**config.mk**
```make
export PLATFORM = sky130hd
export DESIGN_NAME = rom_dl_arbiter
export DESIGN_NICKNAME = d
export VERILOG_FILES = /design/src/rtl/rom_dl_arbiter.sv
export SDC_FILE = /design/constraint.sdc
export NUM_CORES = 1
export LEC_CHECK = 0
export ABC_AREA = 1
export CAP_MARGIN = 20
export CELL_PAD_IN_SITES_DETAIL_PLACEMENT = 1
export CELL_PAD_IN_SITES_GLOBAL_PLACEMENT = 2
export CORE_MARGIN = 2
export CORE_UTILIZATION = 30
export DETAILED_ROUTE_END_ITERATION = 7
export MAX_ROUTING_LAYER = met4
export PLACE_DENSITY = 0.94
export SYNTH_ARGS = -nofsm -noshare
export SYNTH_HDL_FRONTEND = slang
export SYNTH_SLANG_ARGS = --single-unit
```
**constraint.sdc**
```tcl
create_clock -name clk_sys -period 4.9 [get_ports clk_sys]
set_input_delay 0.98 -clock clk_sys [delete_from_list [all_inputs] [get_ports clk_sys]]
set_output_delay 0.98 -clock clk_sys [all_outputs]
set_load 0.05 [all_outputs]
```
**src/rtl/rom_dl_arbiter.sv**
```systemverilog
// HPS ROM download sequencer and single-port ROM arbiter (download writes vs. CPU reads).
// Optional build macro ROM_DL_CHECKSUM_EN enables the running byte checksum on dl_sum.
//
// state  | meaning
// BOOT   | power-up, core held in reset until the first ROM download
// LOAD   | ROM download active, bytes queued into the write FIFO
// SETTLE | download done, FIFO draining then settle timer running
// RUN    | core out of reset, CPU reads served
module rom_dl_arbiter #(
    parameter int          ADDR_W     = 19,
    parameter logic [7:0]  ROM_IDX    = 8'd0,
    parameter logic [7:0]  DIP_IDX    = 8'd254,
    parameter int          SETTLE_CYC = 1024
) (
    input  logic              clk_sys,
    input  logic              reset,
    input  logic              ioctl_download,
    input  logic              ioctl_wr,
    input  logic [7:0]        ioctl_index,
    input  logic [24:0]       ioctl_addr,
    input  logic [7:0]        ioctl_dout,
    output logic              ioctl_wait,
    input  logic              cpu_rd,
    input  logic [ADDR_W-1:0] cpu_addr,
    output logic [7:0]        cpu_rdata,
    output logic              cpu_rvalid,
    output logic              mem_req,
    output logic              mem_we,
    output logic [ADDR_W-1:0] mem_addr,
    output logic [7:0]        mem_wdata,
    input  logic              mem_ready,
    input  logic [7:0]        mem_rdata,
    output logic              core_reset,
    output logic [7:0]        dip_sw,
    output logic              dl_err,
    output logic [15:0]       dl_sum
);

    localparam int CNT_W = (SETTLE_CYC > 1) ? $clog2(SETTLE_CYC) : 1;
    localparam logic [CNT_W-1:0] SETTLE_LD = CNT_W'(SETTLE_CYC - 1);

    typedef enum logic [1:0] {BOOT, LOAD, SETTLE, RUN} state_t;
    state_t state, state_nxt;

    logic [1:0]              fifo_cnt;
    logic                    fifo_wr_ptr, fifo_rd_ptr;
    logic [1:0][ADDR_W-1:0]  fifo_addr;
    logic [1:0][7:0]         fifo_data;
    logic [CNT_W-1:0]        settle_cnt;
    logic                    rd_pend;
    logic [ADDR_W-1:0]       rd_addr;

    logic rom_dl, rom_wr, addr_oob, fifo_empty, fifo_full;
    logic push, drop, pop, rd_issue, rd_accept, load_entry, settle_tc;

    assign rom_dl     = ioctl_download && (ioctl_index == ROM_IDX);
    assign rom_wr     = ioctl_wr && (ioctl_index == ROM_IDX) && (state == LOAD);
    assign addr_oob   = (ioctl_addr[24:ADDR_W] != '0);
    assign fifo_empty = (fifo_cnt == 2'd0);
    assign fifo_full  = (fifo_cnt == 2'd2);
    assign push       = rom_wr && !addr_oob && !fifo_full;
    assign drop       = rom_wr && (addr_oob || fifo_full);
    assign pop        = mem_req && mem_we && mem_ready;
    assign rd_issue   = (state == RUN) && rd_pend && fifo_empty;
    assign rd_accept  = rd_issue && mem_ready;
    assign load_entry = (state_nxt == LOAD) && (state != LOAD);
    assign settle_tc  = (settle_cnt == '0);

    assign ioctl_wait = fifo_full;
    assign mem_req    = !fifo_empty || rd_issue;
    assign mem_we     = !fifo_empty;
    assign mem_addr   = fifo_empty ? rd_addr : fifo_addr[fifo_rd_ptr];
    assign mem_wdata  = fifo_empty ? 8'h00 : fifo_data[fifo_rd_ptr];

    always_ff @(posedge clk_sys) begin
        if (reset) state <= BOOT;
        else       state <= state_nxt;
    end

    always_comb begin
        state_nxt  = state;
        core_reset = 1'b1;
        case (state)
            BOOT:    if (rom_dl) state_nxt = LOAD;
            LOAD:    if (!ioctl_download) state_nxt = SETTLE;
            SETTLE: begin
                if (rom_dl)                        state_nxt = LOAD;
                else if (fifo_empty && settle_tc)  state_nxt = RUN;
            end
            RUN: begin
                core_reset = 1'b0;
                if (rom_dl) state_nxt = LOAD;
            end
            default: state_nxt = BOOT;
        endcase
    end

    // Settle timer holds while the FIFO still has bytes to drain.
    always_ff @(posedge clk_sys) begin
        if (reset || state != SETTLE)        settle_cnt <= SETTLE_LD;
        else if (fifo_empty && !settle_tc)   settle_cnt <= settle_cnt - 1'b1;
    end

    always_ff @(posedge clk_sys) begin
        if (reset) begin
            fifo_cnt    <= 2'd0;
            fifo_wr_ptr <= 1'b0;
            fifo_rd_ptr <= 1'b0;
        end else begin
            if (push) fifo_wr_ptr <= ~fifo_wr_ptr;
            if (pop)  fifo_rd_ptr <= ~fifo_rd_ptr;
            case ({push, pop})
                2'b10:   fifo_cnt <= fifo_cnt + 2'd1;
                2'b01:   fifo_cnt <= fifo_cnt - 2'd1;
                default: fifo_cnt <= fifo_cnt;
            endcase
        end
    end

    always_ff @(posedge clk_sys) begin
        if (push) begin
            fifo_addr[fifo_wr_ptr] <= ioctl_addr[ADDR_W-1:0];
            fifo_data[fifo_wr_ptr] <= ioctl_dout;
        end
    end

    always_ff @(posedge clk_sys) begin
        if (reset) begin
            rd_pend    <= 1'b0;
            rd_addr    <= '0;
            cpu_rvalid <= 1'b0;
            cpu_rdata  <= 8'h00;
        end else begin
            cpu_rvalid <= rd_accept;
            if (rd_accept) cpu_rdata <= mem_rdata;
            // Leaving RUN only ever goes to LOAD, which abandons the pending read.
            if (state != RUN)               rd_pend <= 1'b0;
            else if (rd_accept)             rd_pend <= 1'b0;
            else if (cpu_rd && !rd_pend) begin
                rd_pend <= 1'b1;
                rd_addr <= cpu_addr;
            end
        end
    end

    always_ff @(posedge clk_sys) begin
        if (reset || load_entry) dl_err <= 1'b0;
        else if (drop)           dl_err <= 1'b1;
    end

    // Only DIP byte 0 reaches an output, so bytes 1..7 are accepted but not stored.
    always_ff @(posedge clk_sys) begin
        if (reset)
            dip_sw <= 8'h00;
        else if (ioctl_wr && ioctl_index == DIP_IDX && ioctl_addr == 25'd0)
            dip_sw <= ioctl_dout;
    end

`ifdef ROM_DL_CHECKSUM_EN
    always_ff @(posedge clk_sys) begin
        if (reset || load_entry) dl_sum <= 16'h0000;
        else if (push)           dl_sum <= dl_sum + {8'h00, ioctl_dout};
    end
`else
    assign dl_sum = 16'h0000;
`endif

endmodule

```
# Word level (Yosys, flattened, before mapping)
# Cells that the tools add are included.
# totals
register_bits	108
elab_cells	92
output_inout_bits	65
# op_classes
n_addsub	3
muxes	19
eq_ne	11
magnitude_cmp	3
n_reduce_logical	37
bitwise_logic	4
# ops
op	count
$mux 19	4
$bwmux 38	1
$mux 8	4
$logic_not 25->1	1
$demux 19 s1	1
$logic_and 1x1->1	18
$bwmux 16	1
$logic_not 10->1	1
$sub 10x1->10 const B	1
$demux 8 s1	1
$eq 2x2->1 const B	4
$eq 8x8->1 const B	1
$logic_not 8->1	1
$mux 2	4
$eq 2x1->1 const B	3
$pmux 2 s3	1
$reduce_bool 6->1	1
$logic_not 1->1	5
$logic_not 2->1	2
$logic_or 1x1->1	4
$lt 1x2->1 const B	2
$ne 2x2->1 const B	2
$not 1->1	4
$pmux 2 s2	1
9 further kinds	9

# Logic depth before layout (Yosys ltp)
# Gate-level depths: netlist of run 1.
# logic_depth
ltp_word	8
depth_mapped	10
mapped_depth_nobuf	10

# Least setup slack after synthesis of run 1
# OpenSTA, ideal clock, no wires.
# synth_path
path_kind	input-to-reg
from	in ioctl_addr[20]
to	reg fifo_addr[0] in the netlist's numbering (enable)
cell_stages	5
n_path_buf	0
setup_ns	0.411
path_slack_ns	1.808
arrival_ns	2.681
path_cell_list	nor2_1 -> nand2_1 -> nor3_2 -> nand4_2 -> nor2_1
# synth_between
elab_chain_cells	4
# synth_lines
element	line_no	rtl
start, declared	20	input logic [24:0] ioctl_addr,
$reduce_bool 6->1	58	assign addr_oob = (ioctl_addr[24:ADDR_W] != '0);
$logic_not 1->1	61	assign push = rom_wr && !addr_oob && !fifo_full;
$logic_and 1x1->1 (2 in a row)	61	
end signal, assigned by index	122	fifo_addr[fifo_wr_ptr] <= ioctl_addr[ADDR_W-1:0];
end, declared	47	logic [1:0][ADDR_W-1:0] fifo_addr;
# Every way passes these cells.
# A chain may end at the register's enable or synchronous reset.

# Worst setup path after layout of run 1
# layout_path
from	reg fifo_cnt[0]
to	out mem_addr[18]
# layout_between
elab_chain_cells	2
# layout_lines
element	line_no	rtl
start, declared	45	logic [1:0] fifo_cnt;
start signal, assigned	113	2'b10: fifo_cnt <= fifo_cnt + 2'd1;
start signal, assigned	114	2'b01: fifo_cnt <= fifo_cnt - 2'd1;
start signal, assigned	115	default: fifo_cnt <= fifo_cnt;
$logic_not 2->1	59	assign fifo_empty = (fifo_cnt == 2'd0);
$mux 19	72	assign mem_addr = fifo_empty ? rd_addr : fifo_addr[fifo_rd_ptr];
end, declared	29	output logic [ADDR_W-1:0] mem_addr,
# Every way passes these cells.

==> results of run 1 <==
[final timing paths]
path / start / end / slack [ns] / cells past startpoint
min: cpu_rdata[2]$_SDFFE_PP0P_ / cpu_rdata[2]$_SDFFE_PP0P_ / 0.48 / 2
min reg2reg: cpu_rdata[2]$_SDFFE_PP0P_ / cpu_rdata[2]$_SDFFE_PP0P_ / 0.48 / 2
max reg2reg: fifo_cnt[0]$_SDFFE_PP0P_ / fifo_cnt[1]$_SDFFE_PP0P_ / 2.63 / 9
max: fifo_cnt[0]$_SDFFE_PP0P_ / mem_addr[18] / 1.23 / 6
[layout make-up]
cell class | instances | area [µm²] | share of cell area (%)
Clock inverter | 7 | 123 | 1.85
Clock buffer | 9 | 225 | 3.40
Multi-Input combinational cell | 377 | 1860 | 28.1
Timing Repair Buffer | 127 | 1260 | 19.0
Sequential cell | 108 | 2700 | 40.8
Tap cell | 216 | 270 | 4.08
Inverter | 46 | 185 | 2.80
[state kept, by name, summed over array words and instances (netlist names), 2 cells and up]
register	cells
settle_cnt	10
rd_addr	19
state	2
cpu_rdata	8
fifo_cnt	2
fifo_addr	38
dip_sw	8
fifo_data	16
[cell usage after synthesis, drive strengths merged]
cell type | number | area share (%)
conb | 1 | 0.076
buf | 28 | 3.8
ha | 7 | 1.8
and2b | 1 | 0.15
nand3 | 21 | 2.2
xor2 | 4 | 0.71
nand4 | 20 | 2.7
nor2 | 111 | 9.4
o211ai | 4 | 0.61
inv | 45 | 3.7
nor3 | 5 | 0.92
dfxtp | 54 | 22
nor3b | 3 | 0.77
a211oi | 1 | 0.15
or3 | 1 | 0.13
or2 | 1 | 0.13
clkbuf | 7 | 0.56
edfxtp | 54 | 33
xnor2 | 1 | 0.18
a21oi | 52 | 5.3
clkinv | 1 | 0.076
nand2 | 100 | 8.6
o21ai | 29 | 3.0
[critical path: stages (launching register included)]
cell and delay, ns:
dfxtp_1 0.34, inv_2 0.08, nand2_2 0.32, inv_4 0.46, a21oi_1 0.09, a21oi_1 0.20
clkdlybuf4s50_1 0.83
[cell families (layout without fill, tap and decap cells)]
logic type	count (synthesis)	count (layout)	synth area share [%]
AOI/OAI and AO/OA	86	86	9.04
xor gates and xnor gates	5	5	0.893
adders and majority gates	7	7	1.79
buffers and inverters	81	189	8.14
DFF	108	108	55.1
other	1	16	0.0765
and+or+nand+nor	263	263	24.9
[where the power goes]
group          leakage, µW  internal, µW  switching (µW)
clock             0.000168           503             334
combinational      0.00155          57.3            63.3
sequential        0.000920           946          0.0478
[per-layer routing]
metal	GRT usage, %	wire length [µm]	vias up
li1	-	-	2027
met1	19.7	6310	1996
met2	29.8	7290	93
met3	2.92	518	20
met4	7.07	303	0
met5	-	0	-
[layout by cell type (no fill, tap or decap), types with 5 or more instances in the layout]
cell type and count:
o21ai_0 25, dfxtp_1 54, clkbuf_16 9, nand4_1 19, buf_4 5, nand3_1 20
nor2_1 101, inv_1 39, a21oi_1 52, clkdlybuf4s50_1 122, nand2_1 94, conb_1 16
edfxtp_1 54, nor2_2 6, ha_1 7
[through the flow]
step / area, µm² / setup slack (ns)
2_1_floorplan: 4960 / 1.81
3_3_place_gp: 6280 / 1.67
3_5_place_dp: 6280 / 1.58
4_1_cts: 6620 / 1.19
5_1_grt: 6620 / 1.09
6_report: 6620 / 1.23
==> qor.csv, run 1 <==
metric,value,unit
cts bufs inserted,9,
initial antenna violation count,0,
1st-iter DRT viols,122,
Syn. warnings,0,
clock sink count,108,
layout cells sized above 1,7.72,%
Die Area,17400,µm²
first-pass GRT wire length,22900,µm
GRT Residual Overflow,0,
post-CTS setup buffer count,0,
"Distinct cells, synth",39,
fin crit share,74.9,%
PostCTS Resize Cnt,0,
DR WL/cell,16.2,µm
"antenna viol nets, final",0,
path type of the worst min-delay path,reg -> reg,
RD Place Congestion,0.755,
CTS tree,done,
Worst VDD drop,0.000141,V
Setup Skew,0.0107,ns
H-tree depth,3,
"Seq/Total Area, Yosys",55.1,%
Lkg Pwr,0.00264,µW
synthesized area,4900,µm²
Worst-Skew Late Latency,0.35,ns
clock transition at the registers of the reported paths,0.07,ns
die height,132,µm
vias in the first global route,4523,
type of the worst setup path,reg -> out,
clk buf depth,2,
setup TNS,0,ns
Max Fclk,272,MHz
"Core Util, Final",41.5,%
# rows,46,
final wirelength,14400,µm
synthesized instance count,551,
RSZ-0062 raised after global routing,no,
number of hold buffers added after CTS,0,
Starting Density,30.7,%
relative slew slack,40.8,%
crit start category,flop,
largest net degree at the start of global routing,31,
synthesized flop and latch total,108,
Port Buffers,122,
Layout Nets,750,
root buf cell,clkbuf_16,
top-level I/O count,139,
Final Slew Violations,0,
"Max FO, Critical Path",30,
Tot GR Track Use,17.2,%
Tot Pwr,1900,µW
Die W,132,µm
max-cap viol count,0,
# diodes,0,
Area Growth Syn to Fin,35.1,%
post-layout minimum cycle time,3.67,ns
# placed instances,874,
Power Density,287,nW/µm²
crit path DAT,2.69,ns
worst hold slack,0.476,ns
final hold violations,0,
mean post-synth cell area,8.90,µm²
via count,4136,
routed vias/inst,4.65,
DRC Markers,0,
final cell count without fillers,890,
Critical Path RT,3.92,ns
CP endpoint kind,primary output,
final setup violation count,0,
post-DP HPWL,10800,µm
# fillers,1850,
status,"finished, final reports clean",
Worst-Margin Slew,0.883,ns
Core Region,15900,µm²
Detailed Routing Iterations Pass 1,4,
No activity file was read; power rests on OpenSTA's default activity.
==> inputs of run 2 (changes only) <==
CORE_UTILIZATION = 25   (was 30)
PLACE_DENSITY = 0.84   (was 0.94)
clock period = 3 ns   (was 4.9 ns; I/O delays follow)
==> run 2 against run 1 <==
Critical path depth down 2; first-iteration DRC count rose by 60%; setup slack got worse by 0.88 ns; flip-flop and latch count is the same; clock power rose by 48%; design area fell by 0.13%; sequential power rose by 63%; clock skew decreased by 0.0035 ns; register-to-register slack got worse by 1.6 ns; global-route usage is 2.3 points lower; core utilization down 7.3 points.
==> qor.csv, run 2 (same netlist as run 1, synthesis figures left out) <==
metric,value,unit
cts bufs inserted,9,
worst hold slack,0.475,ns
final hold violations,0,
root buf cell,clkbuf_16,
post-CTS setup buffer count,0,
via count,4083,
crit path DAT,2.05,ns
CTS tree,done,
Detailed Routing Iterations Pass 1,4,
largest net degree at the start of global routing,40,
Die W,144,µm
"Max FO, Critical Path",27,
Lkg Pwr,0.00270,µW
Worst-Margin Slew,0.885,ns
setup TNS,0,ns
number of hold buffers added after CTS,0,
clk buf depth,2,
Layout Nets,754,
type of the worst setup path,reg -> out,
RSZ-0062 raised after global routing,no,
relative slew slack,40.6,%
crit start category,flop,
final setup violation count,0,
RD Place Congestion,0.773,
Max Fclk,377,MHz
Crit. path cell count,4,
first-pass GRT wire length,22700,µm
R2R cell count,9,
slowest CP cell,clkinv_1,
CP endpoint kind,primary output,
routed vias/inst,4.33,
Core Region,19300,µm²
Worst VDD drop,0.000198,V
Die Area,20700,µm²
"Buf+Inv Stages, Crit Path",2,
clock transition at the registers of the reported paths,0.08,ns
Worst-Skew Late Latency,0.35,ns
Power Density,451,nW/µm²
DRC Markers,0,
post-layout minimum cycle time,2.65,ns
Port Buffers,122,
Final Slew Violations,0,
# rows,51,
biggest regs,"fifo_addr x38, rd_addr x19, fifo_data x16",
CP top delay family,buffers and inverters,
"commonest non-fill, non-tap cell in the layout",nor2_1,
Area Growth Syn to Fin,34.9,%
layout cells sized above 1,12.4,%
CP peak stage delay,0.69,ns
H-tree depth,3,
Tot GR Track Use,14.8,%
DR WL/cell,15.1,µm
Setup Skew,0.00722,ns
fin crit share,88.4,%
hold-critical path depth,2,
status,"finished, final reports clean",
top-level I/O count,139,
clock sink count,108,
PostCTS Resize Cnt,0,
"antenna viol nets, final",0,
post-DP HPWL,10500,µm
max-cap viol count,0,
1st-iter DRT viols,195,
vias in the first global route,4196,
die height,144,µm
Top reg by flops,fifo_addr,
GRT Residual Overflow,0,
initial antenna violation count,1,
most frequent cells in the layout,"nor2_1 (101), nand2_1 (94), clkdlybuf4s50_1 (94)",
final wirelength,14300,µm
Starting Density,25.4,%
Critical Path RT,2.40,ns
max reg flops,38,
path type of the worst min-delay path,reg -> reg,
crit path cell chain,clkinv_1 > nand2_1 > a21oi_1 > buf_4,
run 2: changes by cell type in the layout (fill, tap and decap cells not counted):
cell,delta
inv_6,+4
buf_12,+1
buf_4,+31
clkinv_4,-1
clkdlybuf4s50_1,-28
diode_2,+1
inv_8,-1
bufinv_16,-2
run 2: final timing paths:
kind                             start                   endpoint  slack [ns]
max           fifo_rd_ptr$_SDFFE_PP0P_               mem_wdata[3]        0.35
min          cpu_rdata[5]$_SDFFE_PP0P_  cpu_rdata[5]$_SDFFE_PP0P_        0.48
max reg2reg   fifo_cnt[0]$_SDFFE_PP0P_   fifo_cnt[1]$_SDFFE_PP0P_        1.06
min reg2reg  cpu_rdata[5]$_SDFFE_PP0P_  cpu_rdata[5]$_SDFFE_PP0P_        0.48
run 2: where the power goes:
| group | internal [µW] | switching, µW | leakage, µW |
|---|---|---|---|
| combinational | 94.4 | 104 | 0.00163 |
| clock | 659 | 582 | 0.000147 |
| sequential | 1540 | 0.0829 | 0.000920 |
run 2: layout make-up:
cell class                      instances  area [µm²]
Fill cell                            2262       12700
Sequential cell                       108        2700
Multi-Input combinational cell        377        1860
Timing Repair Buffer                  131        1230
Tap cell                              265         332
Clock buffer                            9         225
Inverter                               46         185
Clock inverter                          7        77.6
Antenna cell                            1        2.50
run 2: stage by stage:
step	area (µm²)	setup WS [ns]	power, µW	util, %	instances
6_report	6620	0.349	2980	34.2	944
3_5_place_dp	6310	0.371	1780	32.6	927
5_1_grt	6620	0.181	3100	34.2	944
4_1_cts	6610	0.318	3020	34.2	943
3_3_place_gp	6310	0.442	1780	32.6	927
2_1_floorplan	4960	0.288	1670	-	566
run 2: worst min-delay path: stages (launching register included):
cell and delay [ns]:
dfxtp_1 0.31, nand3_1 0.07, nand2_1 0.05
run 2: metal layers:
metal / wire (µm) / track usage [%] / up-vias
li1: - / - / 2040
met5: 0 / - / -
met4: 310 / 5.99 / 0
met2: 6820 / 23.3 / 89
met3: 695 / 2.81 / 17
met1: 6450 / 18.9 / 1937
